## src/rtl/ov9281_pkg.sv

```systemverilog
// rtl/ov9281_pkg.sv - CSI-2 data types, packet header layout and receiver states
package ov9281_pkg;

    localparam logic [5:0] DT_FS        = 6'h00;
    localparam logic [5:0] DT_FE        = 6'h01;
    localparam logic [5:0] DT_LS        = 6'h02;
    localparam logic [5:0] DT_LE        = 6'h03;
    localparam logic [5:0] DT_RAW10     = 6'h2B;
    localparam logic [5:0] DT_SHORT_MAX = 6'h10;

    typedef struct packed {
        logic [1:0]  vc;
        logic [5:0]  dt;
        logic [15:0] wc;
    } csi2_hdr_t;

    typedef enum logic [2:0] {
        ST_DISARMED,
        ST_IDLE,
        ST_HDR,
        ST_PAYLOAD,
        ST_CRC,
        ST_SKIP
    } rx_state_t;

    // A RAW10 line must hold a whole number of 5-byte pixel groups.
    function automatic logic raw10_wc_legal(input logic [15:0] wc, input logic [15:0] max_wc);
        return (wc != 16'd0) && ((wc % 16'd5) == 16'd0) && (wc <= max_wc);
    endfunction

endpackage

```

## src/rtl/raw10_unpack.sv

```systemverilog
// rtl/raw10_unpack.sv - assembles RAW10 5-byte groups into four 10-bit pixels with line tags
module raw10_unpack (
    input  logic        i_clk,
    input  logic        i_rst,
    input  logic        i_start,
    input  logic        i_valid,
    input  logic        i_last,
    input  logic [7:0]  i_byte,
    output logic [39:0] o_pix,
    output logic        o_pix_valid,
    output logic        o_sol,
    output logic        o_eol
);

    logic [31:0] r_sh;
    logic [2:0]  r_phase;
    logic        r_first;

    always_ff @(posedge i_clk) begin
        if (i_rst) begin
            r_sh        <= '0;
            r_phase     <= '0;
            r_first     <= 1'b0;
            o_pix       <= '0;
            o_pix_valid <= 1'b0;
            o_sol       <= 1'b0;
            o_eol       <= 1'b0;
        end else begin
            o_pix_valid <= 1'b0;
            o_sol       <= 1'b0;
            o_eol       <= 1'b0;
            // A new header restarts the phase, which discards any truncated group.
            if (i_start) begin
                r_phase <= '0;
                r_first <= 1'b1;
            end else if (i_valid) begin
                if (r_phase == 3'd4) begin
                    o_pix       <= {r_sh[31:24], i_byte[7:6], r_sh[23:16], i_byte[5:4],
                                    r_sh[15:8],  i_byte[3:2], r_sh[7:0],   i_byte[1:0]};
                    o_pix_valid <= 1'b1;
                    o_sol       <= r_first;
                    o_eol       <= i_last;
                    r_first     <= 1'b0;
                    r_phase     <= '0;
                end else begin
                    r_sh    <= {i_byte, r_sh[31:8]};
                    r_phase <= r_phase + 3'd1;
                end
            end
        end
    end

endmodule

```

## src/rtl/ov9281_csi2_rx_unpack.sv

```systemverilog
// rtl/ov9281_csi2_rx_unpack.sv - CSI-2 packet parser with frame/line tracking and RAW10 unpack
module ov9281_csi2_rx_unpack #(
    parameter logic [1:0]  VC     = 2'd0,
    parameter logic [15:0] MAX_WC = 16'd1600,
    parameter int          LINE_W = 12
) (
    input  logic              i_clk,
    input  logic              i_rst,
    input  logic              i_cfg_done,
    input  logic [7:0]        i_byte,
    input  logic              i_byte_valid,
    input  logic              i_sot,
    output logic [39:0]       o_pix,
    output logic              o_pix_valid,
    output logic              o_sol,
    output logic              o_eol,
    output logic              o_sof,
    output logic              o_eof,
    output logic [LINE_W-1:0] o_line_cnt,
    output logic [15:0]       o_frame_cnt,
    output logic              o_err_len,
    output logic              o_err_trunc
);
    import ov9281_pkg::*;

    rx_state_t   r_state, w_state_nxt;
    logic [7:0]  r_di;
    logic [15:0] r_wc;
    logic [1:0]  r_hdr_idx;
    logic [16:0] r_rem;
    csi2_hdr_t   w_hdr;
    logic        w_sot, w_byte, w_in_pkt, w_hdr_done, w_is_short, w_vc_ok;
    logic        w_raw, w_raw_ok, w_rem_last, w_pay_byte, w_pay_last;

    assign w_hdr      = '{vc: r_di[7:6], dt: r_di[5:0], wc: r_wc};
    assign w_sot      = i_byte_valid & i_sot;
    assign w_byte     = i_byte_valid & ~i_sot;
    assign w_in_pkt   = r_state inside {ST_HDR, ST_PAYLOAD, ST_CRC, ST_SKIP};
    assign w_hdr_done = (r_state == ST_HDR) && w_byte && (r_hdr_idx == 2'd3);
    assign w_is_short = w_hdr.dt < DT_SHORT_MAX;
    assign w_vc_ok    = w_hdr.vc == VC;
    assign w_raw      = !w_is_short && (w_hdr.dt == DT_RAW10) && w_vc_ok;
    assign w_raw_ok   = w_raw && raw10_wc_legal(w_hdr.wc, MAX_WC);
    assign w_rem_last = r_rem == 17'd1;
    assign w_pay_byte = (r_state == ST_PAYLOAD) && w_byte;
    assign w_pay_last = w_pay_byte && w_rem_last;

    always_comb begin
        w_state_nxt = r_state;
        unique case (r_state)
            ST_DISARMED: if (i_cfg_done) w_state_nxt = ST_IDLE;
            ST_IDLE:     if (w_sot) w_state_nxt = ST_HDR;
            ST_HDR: begin
                if (w_sot)
                    w_state_nxt = ST_HDR;
                else if (w_hdr_done)
                    w_state_nxt = w_is_short ? ST_IDLE : (w_raw_ok ? ST_PAYLOAD : ST_SKIP);
            end
            ST_PAYLOAD: begin
                if (w_sot)
                    w_state_nxt = ST_HDR;
                else if (w_byte && w_rem_last)
                    w_state_nxt = ST_CRC;
            end
            ST_CRC, ST_SKIP: begin
                if (w_sot)
                    w_state_nxt = ST_HDR;
                else if (w_byte && w_rem_last)
                    w_state_nxt = ST_IDLE;
            end
            default: w_state_nxt = ST_DISARMED;
        endcase
    end

    always_ff @(posedge i_clk) begin
        if (i_rst) begin
            r_state     <= ST_DISARMED;
            r_di        <= '0;
            r_wc        <= '0;
            r_hdr_idx   <= '0;
            r_rem       <= '0;
            o_sof       <= 1'b0;
            o_eof       <= 1'b0;
            o_err_len   <= 1'b0;
            o_err_trunc <= 1'b0;
            o_line_cnt  <= '0;
            o_frame_cnt <= '0;
        end else begin
            r_state     <= w_state_nxt;
            o_sof       <= 1'b0;
            o_eof       <= 1'b0;
            o_err_len   <= 1'b0;
            o_err_trunc <= w_sot && w_in_pkt;
            if (w_sot && (r_state != ST_DISARMED)) begin
                r_di      <= i_byte;
                r_hdr_idx <= 2'd1;
            end else if ((r_state == ST_HDR) && w_byte) begin
                r_hdr_idx <= r_hdr_idx + 2'd1;
                if (r_hdr_idx == 2'd1) r_wc[7:0]  <= i_byte;
                if (r_hdr_idx == 2'd2) r_wc[15:8] <= i_byte;
                if (w_hdr_done) begin
                    if (w_is_short) begin
                        if (w_vc_ok) begin
                            case (w_hdr.dt)
                                DT_FS: begin
                                    o_sof      <= 1'b1;
                                    o_line_cnt <= '0;
                                end
                                DT_FE: begin
                                    o_eof       <= 1'b1;
                                    o_frame_cnt <= o_frame_cnt + 16'd1;
                                end
                                DT_LS, DT_LE: ;
                                default: ;
                            endcase
                        end
                    end else if (w_raw_ok) begin
                        r_rem <= {1'b0, w_hdr.wc};
                    end else begin
                        // Skip covers the payload and its 2-byte CRC.
                        r_rem     <= {1'b0, w_hdr.wc} + 17'd2;
                        o_err_len <= w_raw;
                    end
                end
            end else if (w_byte && (r_state inside {ST_PAYLOAD, ST_CRC, ST_SKIP})) begin
                r_rem <= r_rem - 17'd1;
                if (w_pay_last) begin
                    r_rem <= 17'd2;
                    if (o_line_cnt != '1) o_line_cnt <= o_line_cnt + LINE_W'(1);
                end
            end
        end
    end

    raw10_unpack u_unpack (
        .i_clk       (i_clk),
        .i_rst       (i_rst),
        .i_start     (w_hdr_done && w_raw_ok),
        .i_valid     (w_pay_byte),
        .i_last      (w_pay_last),
        .i_byte      (i_byte),
        .o_pix       (o_pix),
        .o_pix_valid (o_pix_valid),
        .o_sol       (o_sol),
        .o_eol       (o_eol)
    );

endmodule

```

## config.mk

```make
export PLATFORM = sky130hd
export DESIGN_NAME = ov9281_csi2_rx_unpack
export DESIGN_NICKNAME = d
export VERILOG_FILES = /design/src/rtl/ov9281_pkg.sv /design/src/rtl/raw10_unpack.sv /design/src/rtl/ov9281_csi2_rx_unpack.sv
export SDC_FILE = /design/constraint.sdc
export NUM_CORES = 1
export LEC_CHECK = 0
export CORE_AREA = 4 4 144 201
export DETAILED_ROUTE_END_ITERATION = 12
export DIE_AREA = 0 0 148 205
export PLACE_DENSITY = 0.72
export SLEW_MARGIN = 25
export SYNTH_ARGS = -nofsm -noshare
export SYNTH_HDL_FRONTEND = slang
export SYNTH_SLANG_ARGS = --single-unit
```

## constraint.sdc

```tcl
create_clock -name i_clk -period 29.2 [get_ports i_clk]
set_input_delay 4.38 -clock i_clk [delete_from_list [all_inputs] [get_ports i_clk]]
set_output_delay 4.38 -clock i_clk [all_outputs]
set_load 0.02 [all_outputs]
```

==> results.yml <==
run_status:
  run_status: "complete, no violations"
synthesis:
  yosysTopAreaCellShare: 0.261
  yosysUniqueCellTypes: 126
  synth_ff_type: "dfxtp_1"
  synth_area_leader_cell: "dfxtp_1"
  syn_avg_cell_area_um2: 7.31
  postSynth.asyncResetShare: 0
  synth-edff-count: 0
  synth_area_leaders: "dfxtp_1 26%, nand2_1 8.5%, a21oi_1 6.7%"
  ys_ff_latch: 157
  syn_inst: 1650
  seq_area_frac_synth: 0.261
  ys_warn_count: 0
  syn-cell-area_mm2: 0.0121
  synth_nets: 1678
detailed_routing:
  wl_met2_um: 19600
  dr_wl_met3_um: 1860
  met1_length_um: 14500
  postRouteAntennaNets: 0
  drt_iter0_markers: 1095
  avgViaCountPerCell: 6.20
  via_count: 12727
  dr.pass1.iters: 7
  highest_layer: "met4"
  drt-total-wl_um: 37700
  wl_per_cell_um: 18.4
  drcViolationCount: 0
final_layout:
  multiInputGateArea_mm2: 0.00838
  final_core_util: 0.506
  register_area_mm2: 0.00314
  final.fill_count: 2705
  layout-drive-gt1-share: 0.0794
  synthToLayoutAreaGrowth_pct: 13.2
  layout_commonest_cell: "nand2_1"
  final_nets: 1703
  final_cell_mix: "271 x nand2_1, 161 x a21oi_1, 157 x dfxtp_1"
  antenna_cells: 0
  layout.cells.non_filler: 2053
critical_path:
  arrival_ps: 14580
  critPathMaxStageDelay_ps: 820
  cp-start-kind: "flip-flop"
  path_common_cell: "nor2_1"
  slowest_stage: "nor3_2"
  crit_path_end_kind: "flip-flop"
  crit_type: "flip-flop to flip-flop"
  critPathMaxFanout: 19
  required_ps: 29500
  path_buf_inv: 2
  crit_family: "simple AND/OR/NAND/NOR gates"
placement:
  dp.cells: 2021
  io_buffer_count: 87
  place_congestion: 0.948
  hpwl_um: 27800
global_routing:
  grt_max_degree: 97
  grt_first_pass_wirelength_um: 61600
  grt_antenna_before_repair: 0
  grtUsageTotal: 0.243
  overflow: 0
  first_global_vias: 12203
power_and_ir_drop:
  finalPower_uw: 435
  swShare: 0.242
  ir_drop_mv: 0.0516
  p_leak_uw: 0.00451
  power.clock.fraction: 0.479
  pwr-share-seq: 0.495
  power.internal_uw: 330
  pwr-share-comb: 0.027
  p_switching_uw: 105
  p_per_area_mw_per_mm2: 31.9
clock_network:
  h-tree-depth: 4
  cts_root_buf: "clkbuf_16"
  clock_path_buffers: 2
  postCtsSetupBuffers: 0
  clock_sinks: 157
  cts_hold_buf: 0
  clk_pin_slew_worst_paths_ps: 70
  cts_made_buffers: 17
  clk_latency_ps: 430
  cts_resized: 0
  cts_tree: "yes"
sta:
  min_period_over_period: 0.489
  fmax_mhz: 70.0
  report.final.slew_viol_count: 0
  worst_hold_slack_ps: 452
  worstMarginPinSlew_ps: 1030
  tns_ps: 0
  period_needed_ps: 14290
  skew_ps: 10.2
  hold_viol: 0
  final-setup-viol-count: 0
  slew_headroom: 0.306
  rsz0062_at_grt: "no"
floorplanning:
  die-area_mm2: 0.0303
  placementRows: 71
  coreArea_mm2: 0.0270
  ios: 88
  initial_core_util: 0.447
  die_x_um: 148
  dieHeight_um: 205
worst_hold_path:
  hold_path.class: "flip-flop to flip-flop"
run:
  drv_cap: 0
-- cell families after synthesis --
logic type | synth area share
AND/OR/NAND/NOR | 0.298
AO/OA/AOI/OAI | 0.300
flip-flops | 0.261
buffers and inverters | 0.0457
XOR/XNOR | 0.0614
multiplexers | 0.0184
adder cells (fa/ha/maj) | 0.0164
-- per-layer routing --
| layer | up-vias | global-route usage |
|---|---|---|
| li1 | 6125 | - |
| met1 | 6038 | 0.269 |
| met2 | 445 | 0.446 |
| met3 | 119 | 0.0420 |
| met4 | 0 | 0.122 |
| met5 | - | 0 |
-- power by group through the flow --
stage,registers (uW),logic (uW),clock network [uW]
5_1_grt,215,12.6,220
3_3_place_gp,220,11.4,0
6_report,215,11.5,208
2_1_floorplan,220,7.15,0
4_1_cts,215,11.5,213
3_5_place_dp,220,11.4,0
-- area by class of cell --
type                       count  area share
clock buffer                  17      0.0312
clock inverter                15     0.00962
inverter                      36     0.00990
multi-input combinational   1361       0.614
sequential                   157       0.230
tap                          365      0.0335
timing repair buffer         102      0.0719
-- Yosys cell counts, types with 10 or more instances --
cell,n
o22ai_1,15
ha_1,15
nand2b_1,11
and2_1,16
or2_2,10
nor4_1,18
a31oi_1,11
nor2b_1,14
o21ai_1,17
or3_1,21
a21o_1,11
xor2_1,24
and3_1,22
a21oi_1,162
mux2i_1,15
nor3_1,60
o211ai_1,21
o21ai_0,65
dfxtp_1,157
inv_1,34
clkbuf_1,74
buf_2,11
xnor2_1,48
nand4_1,17
nor2_1,141
nand2_1,272
o21a_1,14
a211oi_1,20
nand3_1,69
o31ai_1,16
-- flip-flops by register name, indices dropped and copies added (netlist names), 2 cells and up --
| signal | flops |
|---|---|
| r_hdr_idx | 2 |
| u_unpack.r_phase | 3 |
| o_line_cnt | 12 |
| r_rem | 17 |
| r_di | 8 |
| o_frame_cnt | 16 |
| r_wc | 16 |
| r_state | 3 |
| u_unpack.o_pix | 40 |
| u_unpack.r_sh | 32 |
-- tightest hold or removal path: stages (launching register included) --
cell     delay, ps
dfxtp_1        310
nand2_1         50
a21oi_1         50
-- worst paths after layout --
kind	cells past startpoint	end	from	slack [ps]
max	41	r_rem[9]$_SDFFE_PP0P_	r_wc[1]$_SDFFE_PP0P_	14910
min	2	u_unpack.o_pix[12]$_SDFFE_PP0P_	u_unpack.o_pix[12]$_SDFFE_PP0P_	450
max reg2reg	41	r_rem[9]$_SDFFE_PP0P_	r_wc[1]$_SDFFE_PP0P_	14910
min reg2reg	2	u_unpack.o_pix[12]$_SDFFE_PP0P_	u_unpack.o_pix[12]$_SDFFE_PP0P_	450
-- through the flow --
step                setup WS [ps]  area [um^2]
finish                      14910        13700
global route                13810        13700
CTS                         15170        13700
detailed placement          15230        13100
global placement            15550        13100
floorplan                   17850        12100
(Power assumes the default switching activity.)
